File: config.mk
export PLATFORM = sky130hd
export DESIGN_NAME = apb_master
export DESIGN_NICKNAME = d
export VERILOG_FILES = /design/src/rtl/apb_master.sv
export SDC_FILE = /design/constraint.sdc
export NUM_CORES = 1
export LEC_CHECK = 0
export CAP_MARGIN = 20
export CORE_MARGIN = 2
export CORE_UTILIZATION = 40
export DETAILED_ROUTE_END_ITERATION = 16
export HOLD_SLACK_MARGIN = 0.15
export MAX_ROUTING_LAYER = met4
export PLACE_DENSITY = 0.87
export SYNTH_ARGS = -nofsm -noshare
export SYNTH_HDL_FRONTEND = slang
export SYNTH_SLANG_ARGS = --single-unit
File: constraint.sdc
create_clock -name i_clk -period 2.5 [get_ports i_clk]
set_clock_uncertainty 0.15 [all_clocks]
set_input_delay 0.375 -clock i_clk [delete_from_list [all_inputs] [get_ports i_clk]]
set_output_delay 0.375 -clock i_clk [all_outputs]
set_load 0.005 [all_outputs]
File: src/rtl/apb_master.sv
// -----------------------------------------------------------------------------
// apb_master
//
// APB3 initiator. Accepts one read or write command at a time on a
// valid/ready command port, runs the APB SETUP and ACCESS phases, honours
// slave wait states via PREADY and returns read data plus error status on a
// one-cycle response strobe. All outputs are registered.
//
// Optional feature macro: APB_MASTER_TIMEOUT_EN
//   defined   : ACCESS phase is aborted after TIMEOUT_CYCLES wait cycles,
//               reported as o_rsp_err=1, o_rsp_timeout=1, o_rsp_rdata=0.
//   undefined : ACCESS waits for PREADY indefinitely; o_rsp_timeout is 0.
//
// Handshake: a command transfers on a rising edge where i_cmd_valid and
// o_cmd_ready are both 1. The response has no backpressure: o_rsp_* are
// valid only in the single cycle where o_rsp_valid is 1.
//
// Ports
//   i_clk, i_reset            clock, synchronous active-high reset
//   i_cmd_valid/o_cmd_ready   command handshake
//   i_cmd_write/addr/wdata    command payload (1 = write)
//   o_rsp_valid               one-cycle completion strobe
//   o_rsp_rdata/err/timeout   completion payload
//   PADDR..PENABLE            APB requester outputs
//   PRDATA/PREADY/PSLVERR     APB completer inputs
//   o_dbg_state               current FSM state (0 IDLE, 1 SETUP, 2 ACCESS)
// -----------------------------------------------------------------------------
module apb_master #(
    parameter int ADDR_WIDTH     = 32,
    parameter int DATA_WIDTH     = 32,
    parameter int TIMEOUT_CYCLES = 16
) (
    input  logic                  i_clk,
    input  logic                  i_reset,
    input  logic                  i_cmd_valid,
    output logic                  o_cmd_ready,
    input  logic                  i_cmd_write,
    input  logic [ADDR_WIDTH-1:0] i_cmd_addr,
    input  logic [DATA_WIDTH-1:0] i_cmd_wdata,
    output logic                  o_rsp_valid,
    output logic [DATA_WIDTH-1:0] o_rsp_rdata,
    output logic                  o_rsp_err,
    output logic                  o_rsp_timeout,
    output logic [ADDR_WIDTH-1:0] PADDR,
    output logic                  PWRITE,
    output logic [DATA_WIDTH-1:0] PWDATA,
    output logic                  PSELx,
    output logic                  PENABLE,
    input  logic [DATA_WIDTH-1:0] PRDATA,
    input  logic                  PREADY,
    input  logic                  PSLVERR,
    output logic [1:0]            o_dbg_state
);

    typedef enum logic [1:0] {
        ST_IDLE   = 2'd0,
        ST_SETUP  = 2'd1,
        ST_ACCESS = 2'd2
    } state_t;

    state_t                state_q,     state_d;
    logic                  cmd_ready_q, cmd_ready_d;
    logic                  psel_q,      psel_d;
    logic                  penable_q,   penable_d;
    logic [ADDR_WIDTH-1:0] paddr_q,     paddr_d;
    logic                  pwrite_q,    pwrite_d;
    logic [DATA_WIDTH-1:0] pwdata_q,    pwdata_d;
    logic                  rsp_valid_q, rsp_valid_d;
    logic [DATA_WIDTH-1:0] rsp_rdata_q, rsp_rdata_d;
    logic                  rsp_err_q,   rsp_err_d;

`ifdef APB_MASTER_TIMEOUT_EN
    localparam int CNT_W = $clog2(TIMEOUT_CYCLES + 1);
    localparam logic [CNT_W-1:0] CNT_LAST = CNT_W'(TIMEOUT_CYCLES - 1);

    logic [CNT_W-1:0] wait_cnt_q, wait_cnt_d;
    logic             rsp_timeout_q, rsp_timeout_d;
`endif

    // ---------------------------------------------------------------------
    // Next-state and registered-output logic
    // ---------------------------------------------------------------------
    always_comb begin
        state_d     = state_q;
        cmd_ready_d = cmd_ready_q;
        psel_d      = psel_q;
        penable_d   = penable_q;
        paddr_d     = paddr_q;
        pwrite_d    = pwrite_q;
        pwdata_d    = pwdata_q;
        rsp_valid_d = 1'b0;
        rsp_rdata_d = rsp_rdata_q;
        rsp_err_d   = rsp_err_q;
`ifdef APB_MASTER_TIMEOUT_EN
        wait_cnt_d    = wait_cnt_q;
        rsp_timeout_d = rsp_timeout_q;
`endif

        unique case (state_q)
            ST_IDLE: begin
                if (i_cmd_valid && cmd_ready_q) begin
                    state_d     = ST_SETUP;
                    cmd_ready_d = 1'b0;
                    psel_d      = 1'b1;
                    penable_d   = 1'b0;
                    paddr_d     = i_cmd_addr;
                    pwrite_d    = i_cmd_write;
                    pwdata_d    = i_cmd_wdata;
                end
            end

            ST_SETUP: begin
                state_d   = ST_ACCESS;
                penable_d = 1'b1;
`ifdef APB_MASTER_TIMEOUT_EN
                wait_cnt_d = '0;
`endif
            end

            ST_ACCESS: begin
                if (PREADY) begin
                    // Normal completion; wins over a simultaneous timeout.
                    state_d     = ST_IDLE;
                    cmd_ready_d = 1'b1;
                    psel_d      = 1'b0;
                    penable_d   = 1'b0;
                    rsp_valid_d = 1'b1;
                    rsp_err_d   = PSLVERR;
                    rsp_rdata_d = pwrite_q ? '0 : PRDATA;
`ifdef APB_MASTER_TIMEOUT_EN
                    rsp_timeout_d = 1'b0;
`endif
                end
`ifdef APB_MASTER_TIMEOUT_EN
                // This low-PREADY cycle brings the count to TIMEOUT_CYCLES.
                else if (wait_cnt_q == CNT_LAST) begin
                    state_d       = ST_IDLE;
                    cmd_ready_d   = 1'b1;
                    psel_d        = 1'b0;
                    penable_d     = 1'b0;
                    rsp_valid_d   = 1'b1;
                    rsp_err_d     = 1'b1;
                    rsp_rdata_d   = '0;
                    rsp_timeout_d = 1'b1;
                end else begin
                    wait_cnt_d = wait_cnt_q + 1'b1;
                end
`endif
            end

            default: begin
                state_d     = ST_IDLE;
                cmd_ready_d = 1'b1;
                psel_d      = 1'b0;
                penable_d   = 1'b0;
            end
        endcase
    end

    // ---------------------------------------------------------------------
    // State and output registers
    // ---------------------------------------------------------------------
    always_ff @(posedge i_clk) begin
        if (i_reset) begin
            state_q     <= ST_IDLE;
            cmd_ready_q <= 1'b1;
            psel_q      <= 1'b0;
            penable_q   <= 1'b0;
            paddr_q     <= '0;
            pwrite_q    <= 1'b0;
            pwdata_q    <= '0;
            rsp_valid_q <= 1'b0;
            rsp_rdata_q <= '0;
            rsp_err_q   <= 1'b0;
        end else begin
            state_q     <= state_d;
            cmd_ready_q <= cmd_ready_d;
            psel_q      <= psel_d;
            penable_q   <= penable_d;
            paddr_q     <= paddr_d;
            pwrite_q    <= pwrite_d;
            pwdata_q    <= pwdata_d;
            rsp_valid_q <= rsp_valid_d;
            rsp_rdata_q <= rsp_rdata_d;
            rsp_err_q   <= rsp_err_d;
        end
    end

`ifdef APB_MASTER_TIMEOUT_EN
    always_ff @(posedge i_clk) begin
        if (i_reset) begin
            wait_cnt_q    <= '0;
            rsp_timeout_q <= 1'b0;
        end else begin
            wait_cnt_q    <= wait_cnt_d;
            rsp_timeout_q <= rsp_timeout_d;
        end
    end

    assign o_rsp_timeout = rsp_timeout_q;
`else
    assign o_rsp_timeout = 1'b0;
`endif

    assign o_cmd_ready = cmd_ready_q;
    assign PSELx       = psel_q;
    assign PENABLE     = penable_q;
    assign PADDR       = paddr_q;
    assign PWRITE      = pwrite_q;
    assign PWDATA      = pwdata_q;
    assign o_rsp_valid = rsp_valid_q;
    assign o_rsp_rdata = rsp_rdata_q;
    assign o_rsp_err   = rsp_err_q;
    assign o_dbg_state = state_q;

endmodule
-- Word level (Yosys, flattened, before mapping)
Index checks and enable logic that the tools add are counted.
- bits of input ports: 102
- register bits: 104
- output and inout bits: 105
- muxes and demuxes: 12
- equality and inequality tests: 4
- bitwise operators: 2
- reduce and logical (&&, ||, !) cells: 7
- operators by type and width (kind ; count):
    32-bit two-way mux ; 1
    1-bit case mux with 3 select lines ; 3
    2-bit case mux with 3 select lines ; 1
    2-bit AND reduction ; 3
    1-bit two-way mux ; 5
    2-bit two-way mux ; 2
    2-bit inequality test, second input constant ; 2
    3-bit AND reduction ; 1
    2-bit by 1-bit == test with 1-bit output, second input constant ; 1
    2-bit == test, second input constant ; 1
    2-bit zero test ; 1
    1-bit NOT ; 2
    2-bit OR reduction ; 1
    1-bit logical AND ; 1

-- Longest topological paths before layout
- word-level depth: 3
- gate-level depth with buffers: 5
- mapped depth without buffers: 2

-- Least setup slack after synthesis
Ideal clock, no wire load.
- kind: input to register
- from: input i_cmd_valid
- to: register paddr_q[0] (netlist: PADDR[0])
- stages on the path: 5
- data required time: 2.278 ns
- path slack: 1.040 ns
- arrival time: 1.239 ns
- setup time: 0.072 ns
- path through: nor4bb_1 buf_2 buf_6 buf_6 mux2i_1
- cells in the longest elaborated chain, start to end: 2
- ends and longest elaborated chain (what ; line ; RTL):
    start: declaration ; 35 ; input logic i_cmd_valid,
    1-bit logical AND ; 101 ; if (i_cmd_valid && cmd_ready_q) begin
    2-bit AND reduction (no source line) ; - ;
    end signal: assignment ; 180 ; paddr_q <= paddr_d;
    end: declaration ; 65 ; logic [ADDR_WIDTH-1:0] paddr_q, paddr_d;
Every way passes these cells.
A chain may end at the register's enable or synchronous reset.

-- Worst setup path after layout
- from: register pwrite_q (netlist: PWRITE)
- to: output PWRITE
- RTL lines (what ; line ; RTL):
    start: declaration ; 66 ; logic pwrite_q, pwrite_d;
    start signal: assignment ; 181 ; pwrite_q <= pwrite_d;
    end: declaration ; 45 ; output logic PWRITE,
No word-level cell between the ends.

==> results.md <==
* Site Rows at 39
* Pins Over Slew Limit at 0
* Critical Path Fanout Max at 14
* First-pass GRT wire length at about 18 mm
* Placed cell count at ~770
* GRT Total Usage at 0.1833
* Total of max-cap violations at 0
* Total CTS buffers at 9
* Pwr Density at roughly 540 nW/µm²
* Vias in the first global route at about 3.8k
* Post-route insts no fill at 780
* Hold wc startpoint: PWDATA[31]$_SDFFE_PP0P_
* Setup Crit Path Kind: reg2out
* Starting Density at 0.4094
* Area leader, netlist: dfxtp_1
* Critical-path top delay cell: clkdlybuf4s50_1
* Die Wd at 111.9 µm
* Root Driver: clkbuf_16
* Sequential-to-total area share from yosys stat at 0.4430
* Io pins at roughly 210
* Fmax at just under 500 MHz
* Post-DR wirelength/cell at about 15 µm
* Proportion of layout cells with a drive suffix above 1 at 0.08163
* Synth Area per Inst at ~10 µm²
* Crit path cell chain: clkdlybuf4s50_1
* Vias per inst at roughly 4.7
* Clock period minus worst slack at 2.042 ns
* Diodes inserted at 0
* CP Launch Type: flip-flop
* Yosys warnings at 0
* Count leader, synth: nand2b_1
* Slowest stage delay, CP at roughly 0.6 ns
* Setup TNS at 0 ns
* Share of Yosys cell area claimed by the top area cell type at 0.4430
* WP buf/inv at 1
* 1st-iter DRT viols at roughly 200
* Post_cts resized at 0
* Main area contributors after synthesis: dfxtp_1 44%, nand2b_1 22%, mux2i_1 21%, or3b_2 6.2%, clkbuf_1 1.9%
* Die H at ~110 µm
* Post-CTS setup repair buffer count at 0
* Leak at approximately 2.5 nW
* Synth-to-Final Area Change at 50.89%
* Flip-flop and latch area at 2062 µm²
* CTS sink cnt at just over 100
* Power consumption at around 3.8 mW
* Routed Antenna Nets at 0
* Slew HR at 0.5194
* Final wirelength at ~11 mm
* CTS tree: built
* Clock buffer depth at 2
* Reg clk slew, reported paths at ~0.070 ns
* Final hold viol count at 0
* Post-synth EDFFs at 0
* Status: complete, no violations
* Synth cell types at 19
* Final net count at 735
* Via count at around 3.7k
* Area of the multi-input gates at 2395 µm²
* Hold_buf cts at 0
* Crit path max-delay family: buffers and inverters
* H-tree depth at 3
* Later-pin clock latency in the skew report at roughly 0.33 ns
* CP arrival at 1.52 ns
* RR Startpoint: o_dbg_state[1]$_SDFFE_PP0P_
* Hold Path Class: reg2reg
* Die area at 12510 µm²
* Routability cong. at approximately 0.8
* Fill count at about 970
* Largest net degree at the start of global routing at 100
* Worst setup path startpoint: PWRITE$_SDFFE_PP0P_
* Hpwl dp at a little over 8 mm
* Final setup viols at 0
* DRT Pass-1 Iters at 4
* Worst Path Required at between 1.5 and 2 ns
* Core ar. at about 11000 µm²
* Syn nets at 553
* Worst-Margin Slew at 0.7210 ns
* Critical path endpoint category: output pin
* Synthesized area at about 4700 µm²
* Drc violations at 0
* FF+latch count, synth at between 100 and 150
* Unrepaired setup endpoints after global routing: no
* Input/output buffers at slightly above 200
* Grt ovf at 0
* Post-Synthesis Cells at about 450
* Initial antenna violation count at 0
* Peak VDD IR at 0.3246 mV
* Period Utilization, post-route at 0.8168
* Asr flop ratio synth at 0
* Ys flop type: dfxtp_1
* Commonest cells in the netlist: 165 x nand2b_1, 103 x dfxtp_1, 98 x mux2i_1
path summary, 6_finish.rpt:
check | to | slack [ns] | depth (start not counted)
max | PWRITE | 0.46 | 1
min reg2reg | PWDATA[31]$_SDFFE_PP0P_ | 0.32 | 2
min | PWDATA[31]$_SDFFE_PP0P_ | 0.32 | 2
max reg2reg | PWDATA[5]$_SDFFE_PP0P_ | 0.77 | 3
layout by cell type (no fill, tap or decap), types with 2 or more instances in the layout:
master,count
clkbuf_1,4
nor2_1,2
buf_4,3
clkbuf_16,9
buf_12,3
dfxtp_1,103
and2_1,2
or3b_2,33
clkdlybuf4s50_1,204
mux2i_1,98
nand2b_1,165
through the flow:
step	utilization	cell area [µm²]	hold slack, ns	setup slack (ns)
finish	0.6177	7023	0.3202	0.4579
global route	0.6177	7023	0.3432	0.3899
CTS	0.6177	7023	0.3245	0.4407
detailed placement	0.5949	6764	0.3142	0.2839
global placement	0.5949	6764	0.3061	0.4144
floorplan	-	4654	0.3150	1.040
sequential cells by signal, summed over array words and instances (netlist names):
signal / cells
o_rsp_valid: 1
o_dbg_state: 2
PADDR: 32
PWDATA: 32
o_rsp_rdata: 32
o_rsp_err: 1
PSELx: 1
PWRITE: 1
o_cmd_ready: 1
cells by family (layout without fill, tap and decap cells):
kind of cell           count (synthesis)  count (layout)  share of synthesized area
other                                  1               1                  0.0008057
buffers and inverters                 40             226                    0.04597
muxes                                 98              98                     0.2108
DFF                                  103             103                     0.4430
AOI/OAI and AO/OA                      4               4                   0.005913
and+or+nand+nor                      205             205                     0.2936
cell type report:
| class | count | share of cell area |
|---|---|---|
| sequential | 103 | 0.2936 |
| tap | 143 | 0.02548 |
| inverter | 1 | 0.0005345 |
| clock inverter | 1 | 0.0007126 |
| clock buffer | 14 | 0.03617 |
| multi-input combinational | 308 | 0.3410 |
| timing repair buffer | 210 | 0.3025 |
report_power, final:
part	internal (mW)	switching, mW	leakage (nW)
Sequential	1.74	0.0628	0.840
Combinational	0.491	0.248	1.55
Clock	0.698	0.556	0.127
Total	2.93	0.867	2.52
per-layer routing:
metal	up-vias	routed length (µm)	global-route usage
met5	-	0	-
met4	0	251	0.06831
met3	19	671	0.03266
met2	127	5672	0.3119
met1	1707	4754	0.2166
li1	1830	-	-
Power figures use the tool's default switching activity.
